$ cat config.mk
export PLATFORM = sky130hd
export DESIGN_NAME = pc_fetch_unit
export DESIGN_NICKNAME = d
export VERILOG_FILES = /design/src/rtl/pc_fetch_unit.sv
export SDC_FILE = /design/constraint.sdc
export NUM_CORES = 1
export LEC_CHECK = 0
export BUFFER_PORTS_ARGS = -buffer_cell sky130_fd_sc_hd__buf_2
export CORE_UTILIZATION = 40
export DETAILED_ROUTE_END_ITERATION = 16
export GPL_TIMING_DRIVEN = 0
export PLACE_DENSITY_LB_ADDON = 0.2
export SKIP_LAST_GASP = 1
export SYNTH_ARGS = -nofsm -noshare
export SYNTH_HDL_FRONTEND = slang
export SYNTH_SLANG_ARGS = --single-unit
$ cat constraint.sdc
create_clock -name Clk -period 3.83 [get_ports Clk]
set_input_delay 0.5745 -clock Clk [delete_from_list [all_inputs] [get_ports Clk]]
set_output_delay 0.5745 -clock Clk [all_outputs]
set_load 0.01 [all_outputs]
$ cat src/rtl/pc_fetch_unit.sv
// Program counter / fetch unit: IDLE/RUN/HALT sequencing, spc/je/jne target registers, retire counters.
// Optional taken-jump counter built only when PC_FETCH_BRANCH_COUNT_EN is defined.
module pc_fetch_unit #(
    parameter int unsigned PC_W       = 10,
    parameter int unsigned OFFSET_AMT = 16,
    parameter int unsigned CNT_W      = 16
) (
    input  logic             Clk,
    input  logic             Reset,
    input  logic             Start,
    input  logic             Ack,
    input  logic             JumpEqual,
    input  logic             JumpNotEqual,
    input  logic             OffsetEn,
    input  logic [1:0]       PCRegSelect,
    input  logic             ZeroFlag,
    output logic [PC_W-1:0]  ProgCtr,
    output logic             Running,
    output logic             Done,
    output logic [CNT_W-1:0] InstCount,
    output logic [CNT_W-1:0] TakenCount
);

    typedef enum logic [1:0] {
        S_IDLE = 2'd0,
        S_RUN  = 2'd1,
        S_HALT = 2'd2
    } state_e;

    state_e                    state_q, state_d;
    logic [PC_W-1:0]           pc_q, pc_d;
    logic [2:0][PC_W-1:0]      pcreg_q, pcreg_d;
    logic [CNT_W-1:0]          inst_q, inst_d;
    logic                      running_q, done_q;

    logic                      clear_c;
    logic                      taken_c;
    logic                      save_c;
    logic [PC_W-1:0]           target_c;
    logic [PC_W-1:0]           pc_inc_c;
    logic [PC_W-1:0]           save_val_c;

    // Jump decode; both je and jne high is treated as unconditional
    always_comb begin
        target_c = '0;
        case (PCRegSelect)
            2'b01:   target_c = pcreg_q[0];
            2'b10:   target_c = pcreg_q[1];
            2'b11:   target_c = pcreg_q[2];
            default: target_c = '0;
        endcase
        taken_c    = (PCRegSelect != 2'b00) &&
                     ((JumpEqual & ZeroFlag) | (JumpNotEqual & ~ZeroFlag) |
                      (JumpEqual & JumpNotEqual));
        save_c     = (PCRegSelect != 2'b00) && !JumpEqual && !JumpNotEqual;
        pc_inc_c   = pc_q + PC_W'(1);
        save_val_c = OffsetEn ? (pc_q + PC_W'(OFFSET_AMT)) : pc_inc_c;
    end

    // Next-state and datapath updates
    always_comb begin
        state_d = state_q;
        pc_d    = pc_q;
        pcreg_d = pcreg_q;
        inst_d  = inst_q;
        clear_c = 1'b0;
        case (state_q)
            S_IDLE: begin
                clear_c = 1'b1;
                if (!Start) state_d = S_RUN;
            end
            S_RUN: begin
                if (Start) begin
                    state_d = S_IDLE;
                    clear_c = 1'b1;
                end else begin
                    if (inst_q != '1) inst_d = inst_q + CNT_W'(1);
                    if (Ack) begin
                        state_d = S_HALT;
                    end else if (taken_c) begin
                        pc_d = target_c;
                    end else begin
                        pc_d = pc_inc_c;
                        if (save_c) begin
                            case (PCRegSelect)
                                2'b01:   pcreg_d[0] = save_val_c;
                                2'b10:   pcreg_d[1] = save_val_c;
                                2'b11:   pcreg_d[2] = save_val_c;
                                default: pcreg_d    = pcreg_q;
                            endcase
                        end
                    end
                end
            end
            S_HALT: begin
                if (Start) begin
                    state_d = S_IDLE;
                    clear_c = 1'b1;
                end
            end
            default: begin
                state_d = S_IDLE;
                clear_c = 1'b1;
            end
        endcase
        if (clear_c) begin
            pc_d    = '0;
            pcreg_d = '0;
            inst_d  = '0;
        end
    end

    always_ff @(posedge Clk or posedge Reset) begin
        if (Reset) begin
            state_q   <= S_IDLE;
            pc_q      <= '0;
            pcreg_q   <= '0;
            inst_q    <= '0;
            running_q <= 1'b0;
            done_q    <= 1'b0;
        end else begin
            state_q   <= state_d;
            pc_q      <= pc_d;
            pcreg_q   <= pcreg_d;
            inst_q    <= inst_d;
            running_q <= (state_d == S_RUN);
            done_q    <= (state_d == S_HALT);
        end
    end

    assign ProgCtr   = pc_q;
    assign Running   = running_q;
    assign Done      = done_q;
    assign InstCount = inst_q;

`ifdef PC_FETCH_BRANCH_COUNT_EN
    logic [CNT_W-1:0] taken_q, taken_d;
    logic             taken_retire_c;

    // Counts jumps actually redirecting the PC; saturating
    always_comb begin
        taken_retire_c = (state_q == S_RUN) && !Start && !Ack && taken_c;
        taken_d        = taken_q;
        if (clear_c) begin
            taken_d = '0;
        end else if (taken_retire_c && (taken_q != '1)) begin
            taken_d = taken_q + CNT_W'(1);
        end
    end

    always_ff @(posedge Clk or posedge Reset) begin
        if (Reset) taken_q <= '0;
        else       taken_q <= taken_d;
    end

    assign TakenCount = taken_q;
`else
    assign TakenCount = '0;
`endif

endmodule

==> results of run 1 <==
## per-layer routing
layer	part of all wire (%)	vias up
met2	48	85
met1	45	1540
li1	-	1572
met4	1.9	0
met5	0	-
met3	5.4	15
## metrics by stage
stage	hold WS (ns)	cells	util, %	setup slack [ns]
3_5_place_dp	0.488	556	45.6	1.26
5_1_grt	0.461	572	48.1	1.07
2_1_floorplan	0.462	413	-	1.77
3_3_place_gp	0.478	555	45.4	0.914
4_1_cts	0.403	572	48.1	1.24
6_report	0.379	572	48.1	1.29
## final cells by class
class / instances / area (um^2)
plain buffers: 41 / 225
inverters: 10 / 37.5
fillers: 869 / 4500
multi-input cells: 302 / 1870
repair buffers: 35 / 190
clock buffers: 12 / 145
well taps: 108 / 135
flip-flops and latches: 60 / 1500
clock inverters: 4 / 72.6
## layout by cell type (no fill, tap or decap), drive strengths merged, types with 3 or more instances in the layout
cell	Yosys	final
a211o	3	3
a211oi	10	10
a21oi	30	30
a22oi	7	7
a31oi	8	8
and3	6	6
buf	23	58
clkbuf	18	30
conb	1	16
dfrtp	60	60
ha	8	8
inv	10	10
mux2	8	8
mux2i	6	6
nand2	22	22
nand2b	4	4
nand3	22	22
nand3b	4	4
nand4	9	9
nor2	29	29
nor2b	5	5
nor3	13	13
nor4	5	5
o211ai	4	4
o21ai	25	25
o31ai	7	7
or2	3	3
or3	12	12
or4	6	6
xnor2	7	7
## flip-flops by register name, indices dropped and copies added (netlist names)
name / count
Done: 1
InstCount: 16
ProgCtr: 10
Running: 1
pcreg_q: 30
state_q: 2
## cells by family (layout without fill, tap and decap cells)
group           count (synthesis)  after routing
mux                            14             14
fa+ha+maj                       8              8
buf+inv                        51            102
simple gates                  149            149
compound gates                107            107
xor+xnor                        8              8
other cells                     1             16
flops                          60             60
## how the worst max path moves through the flow
stage	startpoint	end	slack, ns	depth (start not counted)
floorplan	Reset	Done	1.77	1
global placement	Reset	ProgCtr[9]	0.91	2
detailed placement	state_q[1]	InstCount[6]	1.26	7
CTS	state_q[1]	InstCount[6]	1.24	7
global route	state_q[1]	InstCount[11]	1.07	7
finish	state_q[1]	InstCount[6]	1.29	7
## power by group through the flow
| stage | registers (uW) | clock network (uW) | logic (uW) |
|---|---|---|---|
| finish | 703 | 642 | 466 |
| global route | 708 | 674 | 526 |
| CTS | 702 | 656 | 471 |
| detailed placement | 714 | 0 | 469 |
| global placement | 712 | 0 | 463 |
| floorplan | 716 | 0 | 311 |
## worst reg2reg max path, stage by stage (launching register included)
cell and delay [ns]:
dfrtp_1 0.43, inv_1 0.11, ha_1 0.37, nor2b_1 0.30, clkbuf_1 0.43, clkbuf_1 0.47, o21ai_0 0.17, a31oi_1 0.19
==> results.ini, run 1 <==
[outcome]
outcome=finished, final reports clean

[floorplan]
design.core.area_um2=8680
die_w_um=96.6
rows=34
floorplan.initialDensity_pct=41.2
die-area_um2=9330
die_h_um=96.6
io_pins=54

[synth]
syn_area_um2=3580
synth_top_cells_by_count=dfrtp_1 (60), a21oi_1 (30), nor2_1 (29)
yosys.area.top_type=dfrtp_1
synth-adder-area-share_pct=2.80
ys.flop_type=dfrtp_1
synthTopCellsByArea=dfrtp_1 (42%), a21oi_1 (4.2%), buf_4 (3.6%), nor2_1 (3.0%), ha_1 (2.8%)
synth-simple-area-share_pct=22.8
yosysWarnings=0
async_flop_share_pct=100
synth.distinct_cells=53
synthCells=398
yosysMostFrequentCell=dfrtp_1
avgSynthCellArea_um2=8.99
synth_mux_area_share_pct=4.20
synth_edf_count=0
synth.yosys.seq_area_share_pct=42.0
synth_top_cell_area_share_pct=42.0
synth_xor_xnor_area_share_pct=1.96
synth.ff_latch_count=60
synth_top_family_by_area=simple AND/OR/NAND/NOR gates
synth_compound_area_share_pct=18.8

[worst_setup_path]
worst_path_max_delay_cell=clkbuf_1
cp_max_fo=10
worstRegToRegCells=7
crit_family=buffers and inverters
worstPathRequired_ns=4.09
rr_startpoint=state_q[1]
critPathMaxStageDelay_ns=0.47
cpMostUsedCell=clkbuf_1
rrSetupSlack_ns=1.29
path_buf_inv=3
path_cells=inv_1 -> ha_1 -> nor2b_1 -> clkbuf_1 -> clkbuf_1 -> o21ai_0 -> a31oi_1
r2r-end=InstCount[6]
path_class=flip-flop to flip-flop
critPathArrivalTime_ns=2.80
startpoint_type=flip-flop
end_kind=flip-flop

[global_route]
grt_usage_pct=21.3
grtUsageMet1_pct=27.9
antenna_found_initial=0
grt_pass1_wl_um=14900
grt_max_degree=37
grtUsageMet2_pct=34.4
grt_util_met3_pct=5.40
grt-busiest-layer=met2
overflow=0
grt_pass1_vias=2966

[power]
power_uw=1810
seq_power_share_pct=38.8
power_frac_comb_pct=25.7
p_per_area_nw_per_um2=433
switching_share_pct=34.0
ir_worst_vdd_uv=236
p_clk_share_pct=35.5
cell_internal_pwr_uw=1190
leakage_uw=0.00186
netSwitchingPower_uw=616

[timing]
fmax_ghz=0.393
finalSetupViolCount=0
rsz0062_at_grt=no
fin_crit_ns=2.54
slew_viol_final=0
fin_crit_sh_pct=66.4
tightest_slew_ns=0.825
hold_violations=0
slew_headroom_pct=44.6
skew_ns=0.0131
setup_tns_ns=0

[hold_path]
hold_class=primary input to asynchronous set/reset pin

[drt]
route.detailed.drc=0
avgRoutedWirePerCell_um=16.4
dr_total_vias=3212
drt-vias-per-instance=5.62
drt-initial-drc-count=175
dr.pass1.iters=4
wl_um=9390
antenna_left=0

[job]
maxCapViolations=0

[place]
dpl.hpwl_um=6780
dpl_cell_area_um2=3960
portBuffers=34
place.gp.congestion=0.823

[cts]
post_cts_resized=0
postCtsHoldBufs=0
cts_tree=built
cts_setup_buffers=0
clock-root-buffer=clkbuf_8
cts_buffers=9
clk-insertion-delay-late_ns=0.34
cts.sinks=60
clockBufferDepth=2
htree_levels=3
clkTransAtPathRegs_ns=0.08

[final_layout]
syn2layout_area_growth_pct=16.7
antenna_cells=0
final_nets=477
final_layout_size_suffix_gt1_share_pct=17.0
stdcell_area_um2=4180

No activity file was read; power rests on OpenSTA's default activity.
==> run 2, diff against run 1 <==
Clock period 3.83 ns to 2.5 ns, I/O delays scaled along.
==> results.ini, run 2 (same netlist as run 1, synthesis figures left out) <==
[cts]
cts_buffers=9
htree_levels=3
postCtsHoldBufs=0
clk-insertion-delay-late_ns=0.34
clockBufferDepth=2
clock-root-buffer=clkbuf_8
cts.sinks=60
cts_tree=built
clkTransAtPathRegs_ns=0.08

[worst_setup_path]
path_class=flip-flop to flip-flop
worstSetupStartpoint=state_q[1]
end_kind=flip-flop
rr_startpoint=state_q[1]
startpoint_type=flip-flop
worstPathRequired_ns=2.67
cp_max_fo=10
critPathArrivalTime_ns=2.50

[final_layout]
syn2layout_area_growth_pct=17.2
antenna_cells=0
top_register=pcreg_q
final_nets=477
layout_common_cells=dfrtp_1 (60), buf_2 (40), a21oi_1 (30)
final_layout_size_suffix_gt1_share_pct=17.7
largest_register_ffs=30
fillers=864
final_common_cell=dfrtp_1
final_util_pct=48.3

[timing]
fin_crit_ns=2.33
finalSetupViolCount=0
fin_crit_sh_pct=93.2
setup_slack_ns=0.169
rsz0062_at_grt=yes
skew_ns=0.0130
slew_viol_final=0
slew_headroom_pct=46.7
fmax_ghz=0.429
tightest_slew_ns=0.799
hold_violations=0

[place]
place.gp.congestion=0.823
dpl.hpwl_um=6780
post-place-ws_ns=-0.0678
portBuffers=34

[floorplan]
floorplan.initialDensity_pct=41.2
die_w_um=96.6
die_h_um=96.6
io_pins=54
rows=34
design.core.area_um2=8680
die-area_um2=9330

[drt]
wl_um=9400
dr_total_vias=3228
drt-initial-drc-count=197
route.detailed.drc=0
avgRoutedWirePerCell_um=16.4
antenna_left=0
dr.pass1.iters=4
drt-vias-per-instance=5.64

[power]
power_uw=2790
leakage_uw=0.00187
ir_worst_vdd_uv=364
p_per_area_nw_per_um2=665

[hold_path]
hold_class=primary input to asynchronous set/reset pin

[global_route]
grt_max_degree=37
antenna_found_initial=0
overflow=0
grt_pass1_vias=2966
grt_pass1_wl_um=14900
grt_usage_pct=21.3

[outcome]
outcome=finished, final reports clean

[job]
maxCapViolations=0

## run 2: per-stage QoR
step | std cells | hold slack, ns | cell area [um^2] | TNS (ns)
detailed placement | 556 | 0.488 | 3960 | -0.101
CTS | 572 | 0.203 | 4180 | 0
finish | 572 | 0.177 | 4190 | 0
floorplan | 413 | 0.462 | 3630 | 0
global route | 572 | 0.262 | 4190 | -0.0127
global placement | 555 | 0.478 | 3940 | -12.87
## run 2: area by class of cell
cell class | count | area, um^2 | area share [%]
clock buffer | 12 | 145 | 3.46
sequential | 60 | 1500 | 35.8
clock inverter | 4 | 72.6 | 1.73
inverter | 10 | 37.5 | 0.895
multi-input combinational | 302 | 1880 | 44.9
buffer | 41 | 228 | 5.43
tap | 108 | 135 | 3.22
timing repair buffer | 35 | 190 | 4.53
## run 2: metal layers
| metal | wire, um | track usage, % | vias to the layer above |
|---|---|---|---|
| met2 | 4600 | 34.4 | 78 |
| met3 | 439 | 5.40 | 13 |
| met1 | 4210 | 27.9 | 1570 |
| met4 | 145 | 6.74 | 0 |
| li1 | - | - | 1567 |
| met5 | 0 | 0 | - |
## run 2: report_power, final
part | total, uW | leakage [uW] | internal (uW) | switching, uW
Clock | 985 | 0.000107 | 588 | 397
Sequential | 1080 | 0.000833 | 1020 | 55.6
Combinational | 727 | 0.000927 | 229 | 498
## run 2: path summary, 6_finish.rpt
check	end	slack (ns)	depth (start not counted)
min in group Clk	Running	0.47	3
max	ProgCtr[6]	0.17	6
max in group asynchronous	ProgCtr[2]	1.70	3
min	InstCount[1]	0.18	2
max reg2reg	ProgCtr[6]	0.17	6
min reg2reg	InstCount[11]	0.49	1
## run 2: worst max-delay path, stage by stage (launching register included)
cell and delay (ns):
dfrtp_1 0.44, inv_1 0.13, ha_1 0.21, buf_4 0.19, nand2b_1 0.17, or3_1 0.47
a2111oi_0 0.55
## run 2: timing repair
item                                    CTS  global route
cloned                                    0             0
buffers inserted                          0             0
endpoints found under the setup margin    6            33
endpoints found under the hold margin     0             0
pin swaps                                 0             0
gates resized for setup                   1             4
